[src/rtl/axis_video_pattern_gen_if.sv]
// AXI4-Stream video bus carrying the pattern generator's pixels to its sink.
interface axis_video_pattern_gen_if #(
    parameter int WIDTH       = 48,
    parameter int TUSER_WIDTH = 1
);
    logic                   tvalid;
    logic                   tready;
    logic [WIDTH-1:0]       tdata;
    logic                   tlast;
    logic [TUSER_WIDTH-1:0] tuser;

    modport master (output tvalid, output tdata, output tlast, output tuser, input tready);
    modport slave  (input tvalid, input tdata, input tlast, input tuser, output tready);
endinterface

[src/rtl/axis_video_pattern_gen.sv]
// Paced AXI4-Stream synthetic video source (x/y ramp, checker, frame-id patterns).
// Optional horizontal blanking between lines is enabled by defining AXIS_PATGEN_HBLANK_EN.
module axis_video_pattern_gen #(
    parameter int WIDTH       = 48,
    parameter int TUSER_WIDTH = 1,
    parameter int FREQ_HZ     = 100000000
) (
    input  logic        aclk,
    input  logic        aresetn,
    input  logic        enable,
    input  logic [15:0] cfg_width,
    input  logic [15:0] cfg_height,
    input  logic [7:0]  cfg_fps,
    input  logic [1:0]  cfg_pattern,
`ifdef AXIS_PATGEN_HBLANK_EN
    input  logic [15:0] cfg_hblank,
`endif
    axis_video_pattern_gen_if.master m_axis,
    output logic [31:0] frame_cnt,
    output logic [15:0] overrun_cnt,
    output logic        busy
);
    typedef enum logic [1:0] {ST_IDLE = 2'd0, ST_ACTIVE = 2'd1, ST_DONE = 2'd2} state_t;

    localparam int PW = (WIDTH > 32) ? WIDTH : 32;

    function automatic logic [WIDTH-1:0] pixel_f(input logic [1:0] pat, input logic [15:0] px,
                                                 input logic [15:0] py, input logic [31:0] fid);
        logic [PW-1:0] wide;
        begin
            wide = {PW{1'b0}};
            case (pat)
                2'd0:    wide = PW'(px);
                2'd1:    wide = PW'(py);
                2'd2:    wide = {PW{px[3] ^ py[3]}};
                2'd3:    wide = PW'(fid);
                default: wide = {PW{1'b0}};
            endcase
            return wide[WIDTH-1:0];
        end
    endfunction

    state_t                 state_r;
    logic [31:0]            acc_r;
    logic                   pending_r;
    logic [15:0]            overrun_r;
    logic [15:0]            w_r, h_r, x_r, y_r;
    logic [1:0]             pat_r;
    logic [31:0]            fid_r, frame_cnt_r;
    logic                   tvalid_r, tlast_r, busy_r;
    logic [WIDTH-1:0]       tdata_r;
    logic [TUSER_WIDTH-1:0] tuser_r;

    logic [32:0] sum_s;
    logic        tick_s, start_s, hs_s, last_x_s, last_beat_s, start_gap_s, in_gap_s;
    logic [15:0] nx_s, ny_s, bx_s, by_s;

    assign sum_s       = {1'b0, acc_r} + {25'd0, cfg_fps};
    assign tick_s      = (cfg_fps != 8'd0) && (sum_s >= 33'(FREQ_HZ));
    assign start_s     = (state_r == ST_IDLE) && enable && (pending_r || (cfg_fps == 8'd0));
    assign hs_s        = tvalid_r && m_axis.tready;
    assign last_x_s    = (x_r == w_r - 16'd1);
    assign last_beat_s = last_x_s && (y_r == h_r - 16'd1);

    // Next raster position, and which position the output register loads from
    always_comb begin
        nx_s = x_r + 16'd1;
        ny_s = y_r;
        bx_s = x_r;
        by_s = y_r;
        if (last_x_s) begin
            nx_s = 16'd0;
            ny_s = y_r + 16'd1;
        end else begin
            nx_s = x_r + 16'd1;
            ny_s = y_r;
        end
        if (tvalid_r) begin
            bx_s = nx_s;
            by_s = ny_s;
        end else begin
            bx_s = x_r;
            by_s = y_r;
        end
    end

`ifdef AXIS_PATGEN_HBLANK_EN
    logic [15:0] hblank_r, blank_cnt_r;
    assign start_gap_s = last_x_s && (hblank_r != 16'd0);
    assign in_gap_s    = (blank_cnt_r != 16'd0);

    // Horizontal blanking: counter holds remaining idle cycles minus the one the reload takes
    always_ff @(posedge aclk) begin
        if (!aresetn) begin
            hblank_r    <= 16'd0;
            blank_cnt_r <= 16'd0;
        end else if (start_s) begin
            hblank_r    <= cfg_hblank;
            blank_cnt_r <= 16'd0;
        end else if ((state_r == ST_ACTIVE) && hs_s && !last_beat_s && start_gap_s) begin
            blank_cnt_r <= hblank_r - 16'd1;
        end else if ((state_r == ST_ACTIVE) && !tvalid_r && in_gap_s) begin
            blank_cnt_r <= blank_cnt_r - 16'd1;
        end
    end
`else
    assign start_gap_s = 1'b0;
    assign in_gap_s    = 1'b0;
`endif

    // Frame-rate pacing accumulator, pending-tick flag and overrun counter
    always_ff @(posedge aclk) begin
        if (!aresetn) begin
            acc_r     <= 32'd0;
            pending_r <= 1'b0;
            overrun_r <= 16'd0;
        end else begin
            if (cfg_fps == 8'd0)
                acc_r <= 32'd0;
            else if (tick_s)
                acc_r <= 32'(sum_s - 33'(FREQ_HZ));
            else
                acc_r <= sum_s[31:0];
            // A tick on the frame-start edge becomes the next pending tick, not an overrun
            if (start_s)
                pending_r <= tick_s;
            else if (tick_s && pending_r && (overrun_r != 16'hFFFF))
                overrun_r <= overrun_r + 16'd1;
            else if (tick_s)
                pending_r <= 1'b1;
        end
    end

    // Frame state machine with registered stream outputs
    always_ff @(posedge aclk) begin
        if (!aresetn) begin
            state_r     <= ST_IDLE;
            busy_r      <= 1'b0;
            tvalid_r    <= 1'b0;
            tdata_r     <= {WIDTH{1'b0}};
            tlast_r     <= 1'b0;
            tuser_r     <= {TUSER_WIDTH{1'b0}};
            frame_cnt_r <= 32'd0;
            x_r         <= 16'd0;
            y_r         <= 16'd0;
            w_r         <= 16'd1;
            h_r         <= 16'd1;
            pat_r       <= 2'd0;
            fid_r       <= 32'd0;
        end else begin
            case (state_r)
                ST_IDLE: begin
                    if (start_s) begin
                        state_r <= ST_ACTIVE;
                        busy_r  <= 1'b1;
                        w_r     <= (cfg_width == 16'd0) ? 16'd1 : cfg_width;
                        h_r     <= (cfg_height == 16'd0) ? 16'd1 : cfg_height;
                        pat_r   <= cfg_pattern;
                        fid_r   <= frame_cnt_r;
                        x_r     <= 16'd0;
                        y_r     <= 16'd0;
                    end
                end
                ST_ACTIVE: begin
                    if (hs_s && last_beat_s) begin
                        tvalid_r <= 1'b0;
                        tlast_r  <= 1'b0;
                        tuser_r  <= {TUSER_WIDTH{1'b0}};
                        state_r  <= ST_DONE;
                    end else if (tvalid_r && !m_axis.tready) begin
                        tvalid_r <= 1'b1;
                    end else if (hs_s && start_gap_s) begin
                        tvalid_r <= 1'b0;
                        tlast_r  <= 1'b0;
                        tuser_r  <= {TUSER_WIDTH{1'b0}};
                        x_r      <= nx_s;
                        y_r      <= ny_s;
                    end else if (!tvalid_r && in_gap_s) begin
                        tvalid_r <= 1'b0;
                    end else begin
                        tvalid_r <= 1'b1;
                        tdata_r  <= pixel_f(pat_r, bx_s, by_s, fid_r);
                        tlast_r  <= (bx_s == w_r - 16'd1);
                        tuser_r  <= TUSER_WIDTH'((bx_s == 16'd0) && (by_s == 16'd0));
                        x_r      <= bx_s;
                        y_r      <= by_s;
                    end
                end
                ST_DONE: begin
                    state_r     <= ST_IDLE;
                    busy_r      <= 1'b0;
                    frame_cnt_r <= frame_cnt_r + 32'd1;
                end
                default: begin
                    state_r  <= ST_IDLE;
                    busy_r   <= 1'b0;
                    tvalid_r <= 1'b0;
                end
            endcase
        end
    end

    assign m_axis.tvalid = tvalid_r;
    assign m_axis.tdata  = tdata_r;
    assign m_axis.tlast  = tlast_r;
    assign m_axis.tuser  = tuser_r;
    assign frame_cnt     = frame_cnt_r;
    assign overrun_cnt   = overrun_r;
    assign busy          = busy_r;
endmodule

[src/flat_wrapper.sv]
// flat-port wrapper written by rule: the top's interface ports become plain ports
module axis_video_pattern_gen_flat 
#(
    parameter int WIDTH       = 48,
    parameter int TUSER_WIDTH = 1,
    parameter int FREQ_HZ     = 100000000
)
  (aclk, aresetn, enable, cfg_width, cfg_height, cfg_fps, cfg_pattern, frame_cnt, overrun_cnt, busy, m_axis_tvalid, m_axis_tdata, m_axis_tlast, m_axis_tuser, m_axis_tready);
  axis_video_pattern_gen_if #(.WIDTH(WIDTH), .TUSER_WIDTH(TUSER_WIDTH)) m_axis_i ();
  input  logic aclk;
  input  logic aresetn;
  input  logic enable;
  input  logic [15:0] cfg_width;
  input  logic [15:0] cfg_height;
  input  logic [7:0] cfg_fps;
  input  logic [1:0] cfg_pattern;
  output logic [31:0] frame_cnt;
  output logic [15:0] overrun_cnt;
  output logic busy;
  output wire logic [$bits(m_axis_i.tvalid)-1:0] m_axis_tvalid;
  output wire logic [$bits(m_axis_i.tdata)-1:0] m_axis_tdata;
  output wire logic [$bits(m_axis_i.tlast)-1:0] m_axis_tlast;
  output wire logic [$bits(m_axis_i.tuser)-1:0] m_axis_tuser;
  input wire logic [$bits(m_axis_i.tready)-1:0] m_axis_tready;
  assign m_axis_tvalid = m_axis_i.tvalid;
  assign m_axis_tdata = m_axis_i.tdata;
  assign m_axis_tlast = m_axis_i.tlast;
  assign m_axis_tuser = m_axis_i.tuser;
  assign m_axis_i.tready = m_axis_tready;
  axis_video_pattern_gen #(.WIDTH(WIDTH), .TUSER_WIDTH(TUSER_WIDTH), .FREQ_HZ(FREQ_HZ)) u_core (.aclk(aclk), .aresetn(aresetn), .enable(enable), .cfg_width(cfg_width), .cfg_height(cfg_height), .cfg_fps(cfg_fps), .cfg_pattern(cfg_pattern), .m_axis(m_axis_i), .frame_cnt(frame_cnt), .overrun_cnt(overrun_cnt), .busy(busy));
endmodule
[config.mk]
export PLATFORM = sky130hd
export DESIGN_NAME = axis_video_pattern_gen_flat
export DESIGN_NICKNAME = d
export VERILOG_FILES = /design/src/rtl/axis_video_pattern_gen_if.sv /design/src/rtl/axis_video_pattern_gen.sv /design/src/flat_wrapper.sv
export SDC_FILE = /design/constraint.sdc
export NUM_CORES = 1
export LEC_CHECK = 0
export BUFFER_PORTS_ARGS = -buffer_cell sky130_fd_sc_hd__buf_2
export CORE_UTILIZATION = 55
export CTS_CLUSTER_DIAMETER = 100
export DETAILED_ROUTE_END_ITERATION = 12
export GPL_ROUTABILITY_DRIVEN = 0
export MAX_ROUTING_LAYER = met4
export PLACE_DENSITY = 0.85
export SLEW_MARGIN = 20
export SYNTH_ARGS = -nofsm -noshare
export SYNTH_HDL_FRONTEND = slang
export SYNTH_SLANG_ARGS = --single-unit
[constraint.sdc]
create_clock -name aclk -period 13.3 [get_ports aclk]
set_clock_uncertainty 0.1 [all_clocks]
set_input_delay 0 -clock aclk [delete_from_list [all_inputs] [get_ports aclk]]
set_output_delay 0 -clock aclk [all_outputs]
set_load 0.01 [all_outputs]
Word level (Yosys, flattened, before mapping)
Cells that the tools add are included.

cells by class
  add/subtract/negate cells = 8
  order comparisons = 1
  equality and inequality tests = 15
  muxes and demuxes = 29
  bitwise operators = 6
  reduce and logical (&&, ||, !) cells = 32

operators with widths
  kind                                                                                    number
  48-bit one-hot mux with 4 select lines                                                  1
  16-bit two-way mux                                                                      11
  16-bit zero test                                                                        4
  16-bit one-hot mux with 2 select lines                                                  2
  16-bit by 1-bit adder with 16-bit output (second input constant)                        3
  16-bit equality test                                                                    3
  32-bit by 8-bit adder with 33-bit output                                                1
  33-bit by 27-bit greater-or-equal comparator with 1-bit output (second input constant)  1
  32-bit by 1-bit adder with 32-bit output (second input constant)                        1
  32-bit two-way mux                                                                      1
  16-bit by 1-bit subtractor with 16-bit output (second input constant)                   2
  32-bit by 27-bit subtractor with 32-bit output (second input constant)                  1
  16-bit != test (second input constant)                                                  1
  2-bit AND reduction                                                                     6
  1-bit logical AND                                                                       10
  1-bit two-way mux                                                                       9
  8-bit zero test                                                                         1
  2-bit by 1-bit != test with 1-bit output (second input constant)                        4
  8-bit nonzero test                                                                      1
  2-bit equality test (second input constant)                                             3
  1-bit NOT                                                                               5
  2-bit by 1-bit equality test with 1-bit output (second input constant)                  2
  2-bit zero test                                                                         2
  2-bit two-way mux                                                                       2
  10 further kinds                                                                        14

word-level totals
  bits in registers = 233
  bits of input ports = 46
  output and inout port bits = 100

Depth between registers and ports, before layout
  word-level depth = 8
  depth in mapped cells = 19
  gate-level depth less buffers = 18

Worst setup path after synthesis
Ideal clock, no wire load.

  path kind = flip-flop to flip-flop
  from = register u_core.acc_r[0]
  to = register u_core.overrun_r[5], in the netlist u_core.overrun_cnt[5]
  library setup time = 0.128 ns
  arrival = 4.035 ns
  required time = 13.072 ns
  setup slack = 9.038 ns
  stages on the path, launching flop included = 19
  buffers on the path = 1
  period minus slack after synthesis = 4.262 ns
  cell sequence = dfxtp_1 -> ha_1 -> fa_1 -> a21o_1 -> a221oi_2 -> o21a_1 -> xnor2_1 -> ha_1 -> nor4b_1 -> o211ai_1 -> nor4_1 -> nand4_1 -> or3_1 -> o31ai_1 -> o21ai_1 -> clkbuf_1 -> nor4_1 -> xnor2_1 -> nor2_1

on the way
  word-level cells in the longest chain between the ends = 6

ends and longest elaborated chain
  element                                                         RTL line                       RTL
  start: declaration                                              axis_video_pattern_gen.sv:44   logic [31:0] acc_r;
  start signal: assignment                                        axis_video_pattern_gen.sv:121  acc_r <= 32'(sum_s - 33'(FREQ_HZ));
  start signal: assignment                                        axis_video_pattern_gen.sv:123  acc_r <= sum_s[31:0];
  32-bit by 8-bit adder with 33-bit output                        axis_video_pattern_gen.sv:58   assign sum_s = {1'b0, acc_r} + {25'd0, cfg_fps};
  33-bit by 27-bit greater-or-equal comparator with 1-bit output  axis_video_pattern_gen.sv:59   assign tick_s = (cfg_fps != 8'd0) && (sum_s >= 33'(FREQ_HZ));
  1-bit logical AND                                               axis_video_pattern_gen.sv:59
  1-bit logical AND (2 in a row)                                  axis_video_pattern_gen.sv:127  else if (tick_s && pending_r && (overrun_r != 16'hFFFF))
  2-bit AND reduction (no line)                                   --
  end signal: assignment                                          axis_video_pattern_gen.sv:128  overrun_r <= overrun_r + 16'd1;
  end: declaration                                                axis_video_pattern_gen.sv:46   logic [15:0] overrun_r;

Every way passes these cells.
A chain may end at the register's enable or synchronous reset.

Final worst setup path
  from = register u_core.acc_r[0]
  to = register u_core.overrun_r[9], in the netlist u_core.overrun_cnt[9]

The elaborated chain is that of the path after synthesis.

==> impl_metrics.ini <==
[cts]
cts-root-buf = clkbuf_16
h-tree-depth = 1
post_cts_buffers = 0
cts_buffers = 24
cts_sinks = 218
clock_path_buffers = 3
ctsResizeCount = 0
tritoncts = built
clk_pin_slew_ns = 0.06
clk_latency_ns = 0.55

[power]
p_leak_nw = 5.58
p_comb_share_pct = 12.1
power.density_nw_per_um2 = 108
p_int_mw = 1.15
power_frac_seq_pct = 42.9
power_switching_mw = 0.408
p_clk_share_pct = 45.0
ir_worst_vdd_uv = 115
switching_share_pct = 26.1

[finish]
diodes = 0
post_route_cells_drive_above_1_share_pct = 13.0
fin_nets = 1801
most-common-layout-cells = nand2_1, dfxtp_1, a21oi_1
final_common_cell = nand2_1
area_delta_synth_final_pct = 16.1

[route]
first_iter_violations = 1182
drt-total-wl_um = 35500
vias = 12500
viasPerCell = 6.13
wl_per_cell_um = 17.5
drc = 7
ant_nets = 0
firstDrtPassIters = 10

[yosys]
netlist_area_um2 = 12400
yosys_warnings = 0
synth_top_cell_area_share_pct = 35.1
synth_edf_count = 0
seq_area_frac_synth_pct = 35.1
ys_types = 81
async_flop_share_pct = 0
syn-num-nets = 1686
synth_seq_cells = 218
yosys.area.top_type = dfxtp_1
synth_area_per_cell_um2 = 7.66
yosys-top-cells-area = dfxtp_1, a21oi_1, nand2_1
synthFlopType = dfxtp_1
postSynthCellCount = 1623

[sta]
setup_viol = 0
worstMarginPinSlew_ns = 1.03
fin_crit_sh_pct = 40.6
finalSetupTns_ns = 0
slew_headroom_pct = 31.4
rsz0062_at_grt = no
hold_viol_final = 0
fmax_mhz = 185
slew_viol_final = 0
period_needed_ns = 5.40
setup_slack_ns = 7.90

[floorplan]
die_area_um2 = 23200
rows = 54
io-pin-count = 146
die_h_um = 152
start_util_pct = 56.5
core_um2 = 22000
die_w_um = 152

[critical_path]
path_class = reg2reg
r2r_slack_ns = 7.90
reg2reg_from = u_core.acc_r[0]$_SDFF_PP0_
critical_path_required_ns = 13.63
rr_endpoint = u_core.overrun_cnt[9]$_SDFFE_PN0P_
start_kind = flip-flop
worstPathArrival_ns = 5.73
worstSetupEndpointType = flip-flop
cp_max_fo = 17
r2r_cells = 18

[worst_hold_path]
whs_path_depth = 4
hp-class = in2reg
holdPathEnd = u_core.acc_r[3]$_SDFF_PP0_
hp-start = cfg_fps[3]

[global_routing]
grt_max_degree = 99
grt-ovfl-total = 0
grt_pass1_wl_um = 57400
antenna_found_initial = 0
grt_usage_pct = 30.5
grt_pass1_vias = 11600

[placement]
dp_hpwl_um = 23700
place_ws_ns = 8.12
io_buffer_count = 145

[outcome]
violations = design-rule violations
status = complete, but fails checks

[job]
maxCapViolations = 0
[synthesized netlist by cell type (all sizes together), types with 5 or more instances]
cell and count:
nand2 237, dfxtp 218, a21oi 181, nor2 154
xnor2 92, clkbuf 83, o21ai 81, xor2 78
nand3 60, nor3 50, buf 33, and3 32
nand4 32, nor4 28, inv 23, or3 18
ha 16, and2 15, nand2b 12, o211ai 11
o31ai 11, mux2i 10, a21o 9, nor3b 9
or4 9, a31oi 8, or2 8, a211oi 7
nand3b 7, o2111ai 7, a221oi 6, a22oi 5
mux2 5, nor2b 5
[worst max path at each step]
stage	cells past startpoint	slack, ns	end	startpoint
after floorplan	18	9.04	u_core.overrun_cnt[5]$_SDFFE_PN0P_	u_core.acc_r[0]$_SDFF_PP0_
after global placement	18	8.38	u_core.overrun_cnt[7]$_SDFFE_PN0P_	u_core.acc_r[0]$_SDFF_PP0_
after detailed placement	18	8.12	u_core.overrun_cnt[9]$_SDFFE_PN0P_	u_core.acc_r[0]$_SDFF_PP0_
after CTS	18	8.02	u_core.overrun_cnt[9]$_SDFFE_PN0P_	u_core.acc_r[0]$_SDFF_PP0_
after global routing	18	7.60	u_core.overrun_cnt[7]$_SDFFE_PN0P_	u_core.acc_r[0]$_SDFF_PP0_
final	18	7.90	u_core.overrun_cnt[9]$_SDFFE_PN0P_	u_core.acc_r[0]$_SDFF_PP0_
[through the flow]
| step | hold slack [ns] | total power [mW] | utilization (%) | area [um2] | std cells |
|---|---|---|---|---|---|
| 3_3_place_gp | 0.146 | 0.838 | 59.5 | 13100 | 1942 |
| 4_1_cts | 0.00967 | 1.56 | 65.5 | 14400 | 2033 |
| 5_1_grt | 0.0636 | 1.61 | 65.6 | 14400 | 2033 |
| 3_5_place_dp | 0.150 | 0.843 | 59.5 | 13100 | 1942 |
| 2_1_floorplan | 0.0360 | 0.801 | - | 12400 | 1623 |
| 6_report | 0.0257 | 1.56 | 65.6 | 14400 | 2033 |
[state kept, by name (all words and copies together) (netlist names)]
register / count
u_core.m_axis.tdata: 33
u_core.acc_r: 32
u_core.fid_r: 32
u_core.frame_cnt: 32
u_core.h_r: 16
u_core.overrun_cnt: 16
u_core.w_r: 16
u_core.x_r: 16
u_core.y_r: 16
u_core.pat_r: 2
u_core.state_r: 2
u_core.busy: 1
u_core.m_axis.tlast: 1
u_core.m_axis.tuser: 1
u_core.m_axis.tvalid: 1
u_core.pending_r: 1
[timing repair]
item	4_1_cts	5_1_grt
hold buffers	50	0
endpoints found under the hold margin	69	0
endpoints found under the setup margin	0	0
[power groups by stage]
stage | sequential (mW) | combinational, mW | clock [mW]
floorplan | 0.682 | 0.118 | 0
global placement | 0.683 | 0.155 | 0
detailed placement | 0.684 | 0.159 | 0
CTS | 0.669 | 0.182 | 0.706
global route | 0.670 | 0.205 | 0.731
finish | 0.669 | 0.189 | 0.701
[kinds of logic (layout without fill, tap and decap cells)]
| group | after synthesis | count (layout) | synth area share (%) |
|---|---|---|---|
| compound gates | 372 | 372 | 17.8 |
| xor+xnor | 173 | 173 | 12.6 |
| fa+ha+maj | 17 | 17 | 1.77 |
| buf+inv | 139 | 269 | 4.76 |
| flops | 218 | 218 | 35.1 |
| mux | 15 | 15 | 1.29 |
| simple gates | 689 | 689 | 26.7 |
[critical path, stage by stage, from the launching register on]
cell and delay [ns]:
dfxtp_1 0.30, ha_1 0.20, fa_1 0.41, a21o_1 0.21
a221oi_2 0.42, o21a_1 0.31, xnor2_1 0.18, ha_1 0.17
nor4b_1 0.29, o211ai_1 0.17, nor4_1 0.34, nand4_1 0.13
or3_1 0.32, o31ai_1 0.31, o21ai_1 0.27, buf_4 0.28
nor4_4 0.48, a21oi_1 0.14, a31o_2 0.22
[per-layer routing]
metal / vias to the layer above / track usage, % / routed length (um)
met4: 0 / 12.7 / 1320
met2: 562 / 50.2 / 16900
met1: 5877 / 37.4 / 14300
met5: - / - / 0
met3: 116 / 4.69 / 3000
li1: 5906 / - / -
[layout make-up]
type | count | area (um2)
Multi-Input combinational cell | 1266 | 7500
Tap cell | 280 | 350
Timing Repair Buffer | 205 | 1300
Sequential cell | 218 | 4360
Clock inverter | 12 | 176
Fill cell | 1805 | 7580
Clock buffer | 29 | 659
Inverter | 23 | 88.8
(Power assumes the default switching activity.)
